[config.mk]
export PLATFORM = sky130hd
export DESIGN_NAME = uart_frame_parser
export DESIGN_NICKNAME = d
export VERILOG_FILES = /design/src/rtl/uart_frame_pkg.sv /design/src/rtl/uart_frame_timer.sv /design/src/rtl/uart_frame_parser.sv
export SDC_FILE = /design/constraint.sdc
export NUM_CORES = 1
export LEC_CHECK = 0
export ABC_CLOCK_PERIOD_IN_PS = 4330
export CORE_MARGIN = 8
export CORE_UTILIZATION = 45
export DETAILED_ROUTE_END_ITERATION = 8
export GPL_ROUTABILITY_DRIVEN = 0
export GPL_TIMING_DRIVEN = 0
export PLACE_DENSITY = 0.62
export SLEW_MARGIN = 10
export SYNTH_ARGS = -nofsm -noshare
export SYNTH_HDL_FRONTEND = slang
export SYNTH_SLANG_ARGS = --single-unit
[constraint.sdc]
create_clock -name Clk -period 4.33 [get_ports Clk]
set_input_delay 0.6495 -clock Clk [delete_from_list [all_inputs] [get_ports Clk]]
set_output_delay 0.6495 -clock Clk [all_outputs]
set_load 0.005 [all_outputs]
[src/rtl/uart_frame_pkg.sv]
`default_nettype none
// ============================================================================
// Module      : uart_frame_pkg
// Description : Shared types and constants for the UART frame parser.
//               Frame layout: HEADER, CMD, LEN, payload[LEN], checksum, where
//               checksum = (CMD + LEN + sum(payload)) mod 256.
// Contents    : frame_state_t      - parser state encoding
//               c_HEADER_DEFAULT   - default start-of-frame byte
//               c_CHK_WIDTH        - checksum accumulator width
// Revision    : 1.0 - initial release
// ============================================================================
package uart_frame_pkg;

    localparam logic [7:0] c_HEADER_DEFAULT = 8'hAA;
    localparam int         c_CHK_WIDTH      = 8;

    typedef enum logic [2:0] {
        ST_IDLE    = 3'd0,
        ST_CMD     = 3'd1,
        ST_LEN     = 3'd2,
        ST_PAYLOAD = 3'd3,
        ST_CHK     = 3'd4,
        ST_HOLD    = 3'd5
    } frame_state_t;

endpackage
`default_nettype wire

[src/rtl/uart_frame_timer.sv]
`default_nettype none
// ============================================================================
// Module      : uart_frame_timer
// Description : Inter-byte timeout counter. Counts enabled cycles since the
//               last clear; o_expire is high (combinationally) on the cycle
//               that completes TIMEOUT_CYCLES consecutive uncleared, enabled
//               cycles. The counter returns to 0 when disabled, cleared or
//               expired.
// Ports       : Clk      - system clock
//               Rst_n    - asynchronous active-low reset
//               i_clr    - restart the count (a byte arrived)
//               i_en     - count enable (parser is mid-frame)
//               o_expire - timeout reached this cycle
// Revision    : 1.0 - initial release
// ============================================================================
module uart_frame_timer #(
    parameter int unsigned TIMEOUT_CYCLES = 104_167
) (
    input  logic Clk,
    input  logic Rst_n,
    input  logic i_clr,
    input  logic i_en,
    output logic o_expire
);

    localparam int unsigned     c_CNT_W = $clog2(TIMEOUT_CYCLES + 1);
    localparam logic [c_CNT_W-1:0] c_LAST = c_CNT_W'(TIMEOUT_CYCLES - 1);

    logic [c_CNT_W-1:0] r_count;

    // r_count holds the number of idle cycles already elapsed; the cycle on
    // which it equals TIMEOUT_CYCLES-1 is the TIMEOUT_CYCLES-th idle cycle.
    assign o_expire = i_en && !i_clr && (r_count == c_LAST);

    always_ff @(posedge Clk or negedge Rst_n) begin
        if (!Rst_n) begin
            r_count <= '0;
        end else if (!i_en || i_clr || o_expire) begin
            r_count <= '0;
        end else begin
            r_count <= r_count + c_CNT_W'(1);
        end
    end

endmodule
`default_nettype wire

[src/rtl/uart_frame_parser.sv]
`default_nettype none
// ============================================================================
// Module      : uart_frame_parser
// Description : Assembles UART bytes into checksum-verified command frames
//               (HEADER, CMD, LEN, payload, checksum), buffers the payload and
//               presents the frame to the consumer with a valid/ack handshake.
//               Malformed, truncated or unconsumed traffic raises one-cycle
//               error pulses.
// Options     : `UART_FRAME_TIMEOUT_EN - enables the inter-byte timeout; when
//               undefined Err_Timeout is constant 0 and a truncated frame
//               waits indefinitely.
// Ports       : Clk, Rst_n          - clock, asynchronous active-low reset
//               Rx_Done, Data_Byte  - byte strobe and byte from the UART RX
//               Frame_Valid         - verified frame held (until Frame_Ack)
//               Frame_Ack           - consumer releases the held frame
//               Frame_Cmd/Frame_Len - CMD byte and payload length of frame
//               Rd_Addr, Rd_Data    - combinational payload read port
//               Err_Chk/Err_Len/Err_Timeout/Err_Overrun - error pulses
// Revision    : 1.0 - initial release
// ============================================================================
module uart_frame_parser
    import uart_frame_pkg::*;
#(
    parameter logic [7:0]  HEADER         = c_HEADER_DEFAULT,
    parameter int unsigned MAX_LEN        = 16,
    parameter int unsigned TIMEOUT_CYCLES = 104_167
) (
    input  logic                                          Clk,
    input  logic                                          Rst_n,
    input  logic                                          Rx_Done,
    input  logic [7:0]                                    Data_Byte,
    output logic                                          Frame_Valid,
    input  logic                                          Frame_Ack,
    output logic [7:0]                                    Frame_Cmd,
    output logic [$clog2(MAX_LEN+1)-1:0]                  Frame_Len,
    input  logic [((MAX_LEN > 1) ? $clog2(MAX_LEN) : 1)-1:0] Rd_Addr,
    output logic [7:0]                                    Rd_Data,
    output logic                                          Err_Chk,
    output logic                                          Err_Len,
    output logic                                          Err_Timeout,
    output logic                                          Err_Overrun
);

    localparam int c_LW = $clog2(MAX_LEN + 1);
    localparam int c_AW = (MAX_LEN > 1) ? $clog2(MAX_LEN) : 1;

    frame_state_t           r_state;
    logic [c_CHK_WIDTH-1:0] r_sum;
    logic [c_AW-1:0]        r_idx;
    logic [7:0]             r_buf [MAX_LEN];

    logic w_is_header;
    logic w_len_too_big;
    logic w_last_payload;
    logic w_buf_we;
    logic w_timeout;

    assign w_is_header    = (Data_Byte == HEADER);
    assign w_len_too_big  = (int'(Data_Byte) > int'(MAX_LEN));
    assign w_last_payload = ((int'(r_idx) + 1) == int'(Frame_Len));

    // ------------------------------------------------------------------------
    // Inter-byte timeout (optional)
    // ------------------------------------------------------------------------
`ifdef UART_FRAME_TIMEOUT_EN
    logic w_timer_en;

    // Only count while a frame is partially received.
    assign w_timer_en = (r_state == ST_CMD) || (r_state == ST_LEN) ||
                        (r_state == ST_PAYLOAD) || (r_state == ST_CHK);

    uart_frame_timer #(
        .TIMEOUT_CYCLES (TIMEOUT_CYCLES)
    ) u_timer (
        .Clk      (Clk),
        .Rst_n    (Rst_n),
        .i_clr    (Rx_Done),
        .i_en     (w_timer_en),
        .o_expire (w_timeout)
    );
`else
    logic w_unused_timeout_cfg;

    assign w_timeout            = 1'b0;
    assign w_unused_timeout_cfg = (TIMEOUT_CYCLES != 0);
`endif

    // ------------------------------------------------------------------------
    // Frame FSM with registered outputs
    // ------------------------------------------------------------------------
    always_ff @(posedge Clk or negedge Rst_n) begin
        if (!Rst_n) begin
            r_state     <= ST_IDLE;
            r_sum       <= '0;
            r_idx       <= '0;
            Frame_Valid <= 1'b0;
            Frame_Cmd   <= 8'h00;
            Frame_Len   <= '0;
            Err_Chk     <= 1'b0;
            Err_Len     <= 1'b0;
            Err_Timeout <= 1'b0;
            Err_Overrun <= 1'b0;
        end else begin
            Err_Chk     <= 1'b0;
            Err_Len     <= 1'b0;
            Err_Timeout <= 1'b0;
            Err_Overrun <= 1'b0;

            if (w_timeout) begin
                // The timer can only fire on a cycle without Rx_Done, so no
                // byte is lost here.
                Err_Timeout <= 1'b1;
                r_state     <= ST_IDLE;
            end else begin
                case (r_state)
                    ST_IDLE: begin
                        if (Rx_Done && w_is_header) begin
                            r_state <= ST_CMD;
                        end
                    end

                    ST_CMD: begin
                        if (Rx_Done) begin
                            Frame_Cmd <= Data_Byte;
                            r_sum     <= Data_Byte;
                            r_idx     <= '0;
                            r_state   <= ST_LEN;
                        end
                    end

                    ST_LEN: begin
                        if (Rx_Done) begin
                            r_sum     <= r_sum + Data_Byte;
                            Frame_Len <= Data_Byte[c_LW-1:0];
                            if (w_len_too_big) begin
                                Err_Len <= 1'b1;
                                r_state <= ST_IDLE;
                            end else if (Data_Byte == 8'h00) begin
                                r_state <= ST_CHK;
                            end else begin
                                r_state <= ST_PAYLOAD;
                            end
                        end
                    end

                    ST_PAYLOAD: begin
                        // Header-valued bytes are plain data here: no resync.
                        if (Rx_Done) begin
                            r_sum <= r_sum + Data_Byte;
                            r_idx <= r_idx + c_AW'(1);
                            if (w_last_payload) begin
                                r_state <= ST_CHK;
                            end
                        end
                    end

                    ST_CHK: begin
                        if (Rx_Done) begin
                            if (Data_Byte == r_sum) begin
                                Frame_Valid <= 1'b1;
                                r_state     <= ST_HOLD;
                            end else begin
                                Err_Chk <= 1'b1;
                                r_state <= ST_IDLE;
                            end
                        end
                    end

                    ST_HOLD: begin
                        if (Frame_Ack) begin
                            // A byte arriving with the ack is treated as the
                            // first byte seen in IDLE.
                            Frame_Valid <= 1'b0;
                            r_state     <= (Rx_Done && w_is_header) ? ST_CMD : ST_IDLE;
                        end else if (Rx_Done) begin
                            Err_Overrun <= 1'b1;
                        end
                    end

                    default: begin
                        r_state <= ST_IDLE;
                    end
                endcase
            end
        end
    end

    // ------------------------------------------------------------------------
    // Payload buffer (no reset needed: only read below Frame_Len)
    // ------------------------------------------------------------------------
    assign w_buf_we = (r_state == ST_PAYLOAD) && Rx_Done && !w_timeout;

    always_ff @(posedge Clk) begin
        if (w_buf_we) begin
            r_buf[r_idx] <= Data_Byte;
        end
    end

    assign Rd_Data = (int'(Rd_Addr) < int'(Frame_Len)) ? r_buf[Rd_Addr] : 8'h00;

endmodule
`default_nettype wire

Word level (Yosys, flattened, before mapping)
Memories as Yosys holds them, arrays and structs flattened.
Cells that the tools add are included.
{"block": "word_totals", "wordCells": 80, "mem_count": 1, "out_inout_bits": 26, "mem_bits_rw": 128, "ff_bits": 32}
{"memory": "r_buf", "depth": 16, "word_bits": 8, "rd": 1, "rd_ports_with_merged_regs": 0, "wr": 1, "line": "uart_frame_parser.sv:50", "rtl": "logic [7:0] r_buf [MAX_LEN];"}
{"block": "op_classes", "reduce_logical": 14, "addsub": 3, "eq_ne": 17, "mux": 34, "n_lt_le_gt_ge": 2}
{"op": "$mux W3", "count": 10}
{"op": "$mux W8", "count": 3}
{"op": "$pmux W3 S6", "count": 1}
{"op": "$ne A2 B2 Y1 const B", "count": 8}
{"op": "$pmux W8 S2", "count": 1}
{"op": "$mux W1", "count": 15}
{"op": "$add A8 B8 Y8", "count": 1}
{"op": "$eq A8 B8 Y1", "count": 1}
{"op": "$eq A8 B8 Y1 const B", "count": 1}
{"op": "$gt A8 B5 Y1 const B", "count": 1}
{"op": "$logic_not A8 Y1", "count": 1}
{"op": "$mux W4", "count": 2}
{"op": "$pmux W4 S2", "count": 1}
{"op": "$reduce_and A7 Y1", "count": 1}
{"op": "$eq A3 B2 Y1 const B", "count": 2}
{"op": "$eq A3 B3 Y1 const B", "count": 2}
{"op": "$reduce_and A3 Y1", "count": 2}
{"op": "$reduce_bool A2 Y1", "count": 3}
{"op": "$add A4 B1 Y5 const B", "count": 1}
{"op": "$eq A5 B5 Y1", "count": 1}
{"op": "$lt A4 B5 Y1", "count": 1}
{"op": "$add A4 B1 Y4 const B", "count": 1}
{"op": "$reduce_and A2 Y1", "count": 2}
{"op": "$reduce_and A4 Y1", "count": 1}
{"op": "other kinds (6)", "count": 7}

Logic depth before layout (Yosys ltp)
{"block": "depth", "ltp_word": 5, "ltp_mapped": 9, "depth_no_buf": 9}

Least setup slack after synthesis
Ideal clock, no wire load.
{"block": "synth_timing", "path_type": "input to output", "from": "in Rd_Addr[0] (netlist bit)", "to": "out Rd_Data[0]", "arrival_ns": 2.299, "path_slack_ns": 1.381, "cell_stages": 5, "cell_sequence": "clkbuf_1 buf_2 mux4_2 mux4_2 nor2b_1"}
{"block": "synth_between", "elab_chain_len": 2, "elab_cells_between_ends": 3, "cone_classes": "order compare: 1; mux: 1; memory: 1"}
{"item": "start, declared", "line": "uart_frame_parser.sv:36", "rtl": "input logic [((MAX_LEN > 1) ? $clog2(MAX_LEN) : 1)-1:0] Rd_Addr,"}
{"item": "$mem_v2 Z16 W8 or $lt A4 B5 Y1 (tied branches)"}
{"item": "$mux W8 *", "line": "uart_frame_parser.sv:199", "rtl": "assign Rd_Data = (int'(Rd_Addr) < int'(Frame_Len)) ? r_buf[Rd_Addr] : 8'h00;"}
{"item": "end, declared", "line": "uart_frame_parser.sv:37", "rtl": "output logic [7:0] Rd_Data,"}
Mark *: on every way between the ends. The rest lies on a longest branch, timed or not.

Worst setup path in the final report
{"block": "layout_timing", "from": "in Rd_Addr[1] (netlist bit)", "to": "out Rd_Data[4]"}
Same word-level chain as after synthesis.

==> run metrics <==
most instantiated cells after synthesis=edfxtp_1, mux4_2, dfrtp_1; crit path kind=in -> out; setup ws final=171 ps; fin crit period=4160 ps; Num CTS Buffers=17; arrival time worst endpoint=3510 ps; drt total wl=15000 um; Die ar.=~0.020 sq mm; Mapped Nets=around 460; EDFF count, synth=128; Psw=1.37 mW; critical path peak fanout=10; worst skew pair latency=420 ps; CTS sink count=160; vias per cell=5.62; TritonCTS clock tree=yes; Initial DRC Count=410; Max clock buf depth=2; Synth cell types=52; hold buffers post-CTS=0; Fin Setup TNS=0 ps; fraction of registers with async set/reset=20.0%; Die X=141 um; Max Slew Vio Count=0; CORE AREA=approximately 0.015 sq mm; Std-Cell Rows=45; CP required=3680 ps; slowest stage delay, CP=~700 ps; post-CTS setup buffers=0; Hold Crit Class=in -> async; fmax=240 MHz; hold_ws=286 ps; CP Buf/Inv Count=3; worst-path cell chain=clkdlybuf4s50_1 -> buf_1 -> mux4_2 -> mux4_2 -> nor2b_1 -> clkdlybuf4s50_1; Final Skew=7.31 ps; total chip power=between 4 and 5 mW; Port Buf Inserts=38; fin nets=520; clock share of power=a little under a third; combinational share of power=27.4%; status=finished clean; Synth Flop Type=edfxtp_1; antenna viol nets, final=0; crit-path leading delay family=buffers and inverters; Worst Max-Slew Pin Slew=1120 ps; DP HPWL=a little over 10000 um; first-pass GRT wire length=23700 um; switching portion of total power=28.9%; Period Utilization, post-route=96.1%; total gr overflow=0; Pwr per Cell Area=575 mW/mm^2; share of cells above drive strength 1=19.1%; Initial Utilization=46.1%; CTS resizes=0; Filler cells=1208; Post-Syn Area per Cell=16.2 sq um; clock root cell=clkbuf_16; H-tree Lvls=4; cell area after synthesis=0.00701 sq mm; endpoints failing setup=0; ranking of synthesized cells by area=edfxtp_1, mux4_2, dfrtp_1; largest net degree at the start of global routing=33; routed vias=just under 4000; Leak=2.88 nW; GRT Util Overall=16.0%; Area Overhead vs Synth=17.2%; max_slew headroom=25.4%; crit end category=primary output; Setup crit start kind=input port; Flop pwr share=41.7%; Clock transition at path regs=60 ps; I/O Pins=42; slowest CP cell=clkdlybuf4s50_1; drt wl/cell=between 20 and 25 um; most frequent cell after synthesis=edfxtp_1; RSZ-0062 raised after global routing=false; pre-CTS setup slack=148 ps; Yosys top cell area share=54.8%; #FFs+latches synth=160; FF/Latch Area=0.00464 sq mm; Max-cap violations=0; sequential fraction of the synthesis area=66.2%; Yosys warning total=0; vias in the first global route=approximately 4100; cell taking the most area after synthesis=edfxtp_1; internal power=3.36 mW; DR DRC count=0; Fin. Hold Viols=0; post-synthesis cell count=432; Die Ht=~140 um; first-pass detailed-route iteration total=4; initial antenna violation count=0; area of the multi-input gates=0.00224 sq mm; Diodes inserted=0; VDD IR-drop max=around 0.00028 V
-- power groups by stage --
| stage | combinational, mW | clock, mW | sequential (mW) |
|---|---|---|---|
| after detailed placement | 1.30 | 0 | 2.00 |
| final | 1.29 | 1.46 | 1.97 |
| after CTS | 1.31 | 1.49 | 1.98 |
| after global placement | 1.27 | 0 | 2.00 |
| after global routing | 1.45 | 1.54 | 1.99 |
| after floorplan | 0.830 | 0 | 1.98 |
-- stage by stage --
stage	std cells	area, sq um	utilization [%]
floorplan	432	7010	-
global placement	658	7630	50.2
detailed placement	658	7620	50.2
CTS	690	8220	54.1
global route	690	8220	54.1
finish	690	8220	54.1
-- flip-flops by register name, indices dropped and copies added (netlist names) --
name,count
Err_Overrun,1
Frame_Cmd,8
Frame_Len,5
Frame_Valid,1
r_idx,4
r_buf,128
r_state,3
r_sum,8
Err_Chk,1
Err_Len,1
-- placed cells by master (no fill, tap or decap), types with 9 or more instances in the layout --
cell	netlist	layout
edfxtp_1	128	128
mux4_2	40	40
clkdlybuf4s50_1	0	37
dfrtp_1	32	32
nor2_1	25	25
nand2_1	24	24
clkbuf_16	0	18
ha_1	14	14
nor2b_1	12	12
o21ai_0	11	11
clkbuf_1	9	10
mux2_2	10	10
inv_1	9	9
nand3_1	9	9
and3_1	9	9
-- layer usage --
layer  GRT usage, %  wire length, um  vias up
met2           26.2             7470       86
met5              0                0        -
met4           6.45              198        0
met3           3.65              679       12
li1               -                -     1796
met1           20.4             6610     1982
-- worst paths after layout --
| check | from | to | slack [ps] | cells after the start |
|---|---|---|---|---|
| setup / recovery | Rd_Addr[1] | Rd_Data[4] | 170 | 6 |
| hold / removal | Rst_n | Frame_Cmd[7] | 290 | 1 |
| setup reg to reg | r_state[2] | Frame_Cmd[2] | 2070 | 5 |
| hold reg to reg | Frame_Valid | Frame_Valid | 490 | 2 |
| max in group asynchronous | Rst_n | r_sum[1] | 3570 | 1 |
| min in group Clk | Frame_Valid | Frame_Valid | 490 | 2 |
-- cell type report --
| cell class | count | share of cell area [%] |
|---|---|---|
| Sequential cell | 160 | 56.5 |
| Multi-Input combinational cell | 242 | 27.2 |
| Clock buffer | 24 | 6.36 |
| Timing Repair Buffer | 38 | 4.57 |
| Tap cell | 188 | 2.86 |
| Buffer | 20 | 1.13 |
| Clock inverter | 8 | 0.883 |
| Inverter | 10 | 0.457 |
-- cell families (layout without fill, tap and decap cells) --
kind of cell / after synthesis / in the layout / share of synthesized area, %
AOI/OAI and AO/OA: 47 / 47 / 4.33
xor gates and xnor gates: 9 / 9 / 1.12
adders and majority gates: 15 / 15 / 2.78
buffers and inverters: 30 / 100 / 1.85
DFF: 160 / 160 / 66.2
muxes: 54 / 54 / 15.0
other: 1 / 1 / 0.0535
and+or+nand+nor: 116 / 116 / 8.62
Power figures use the tool's default switching activity.
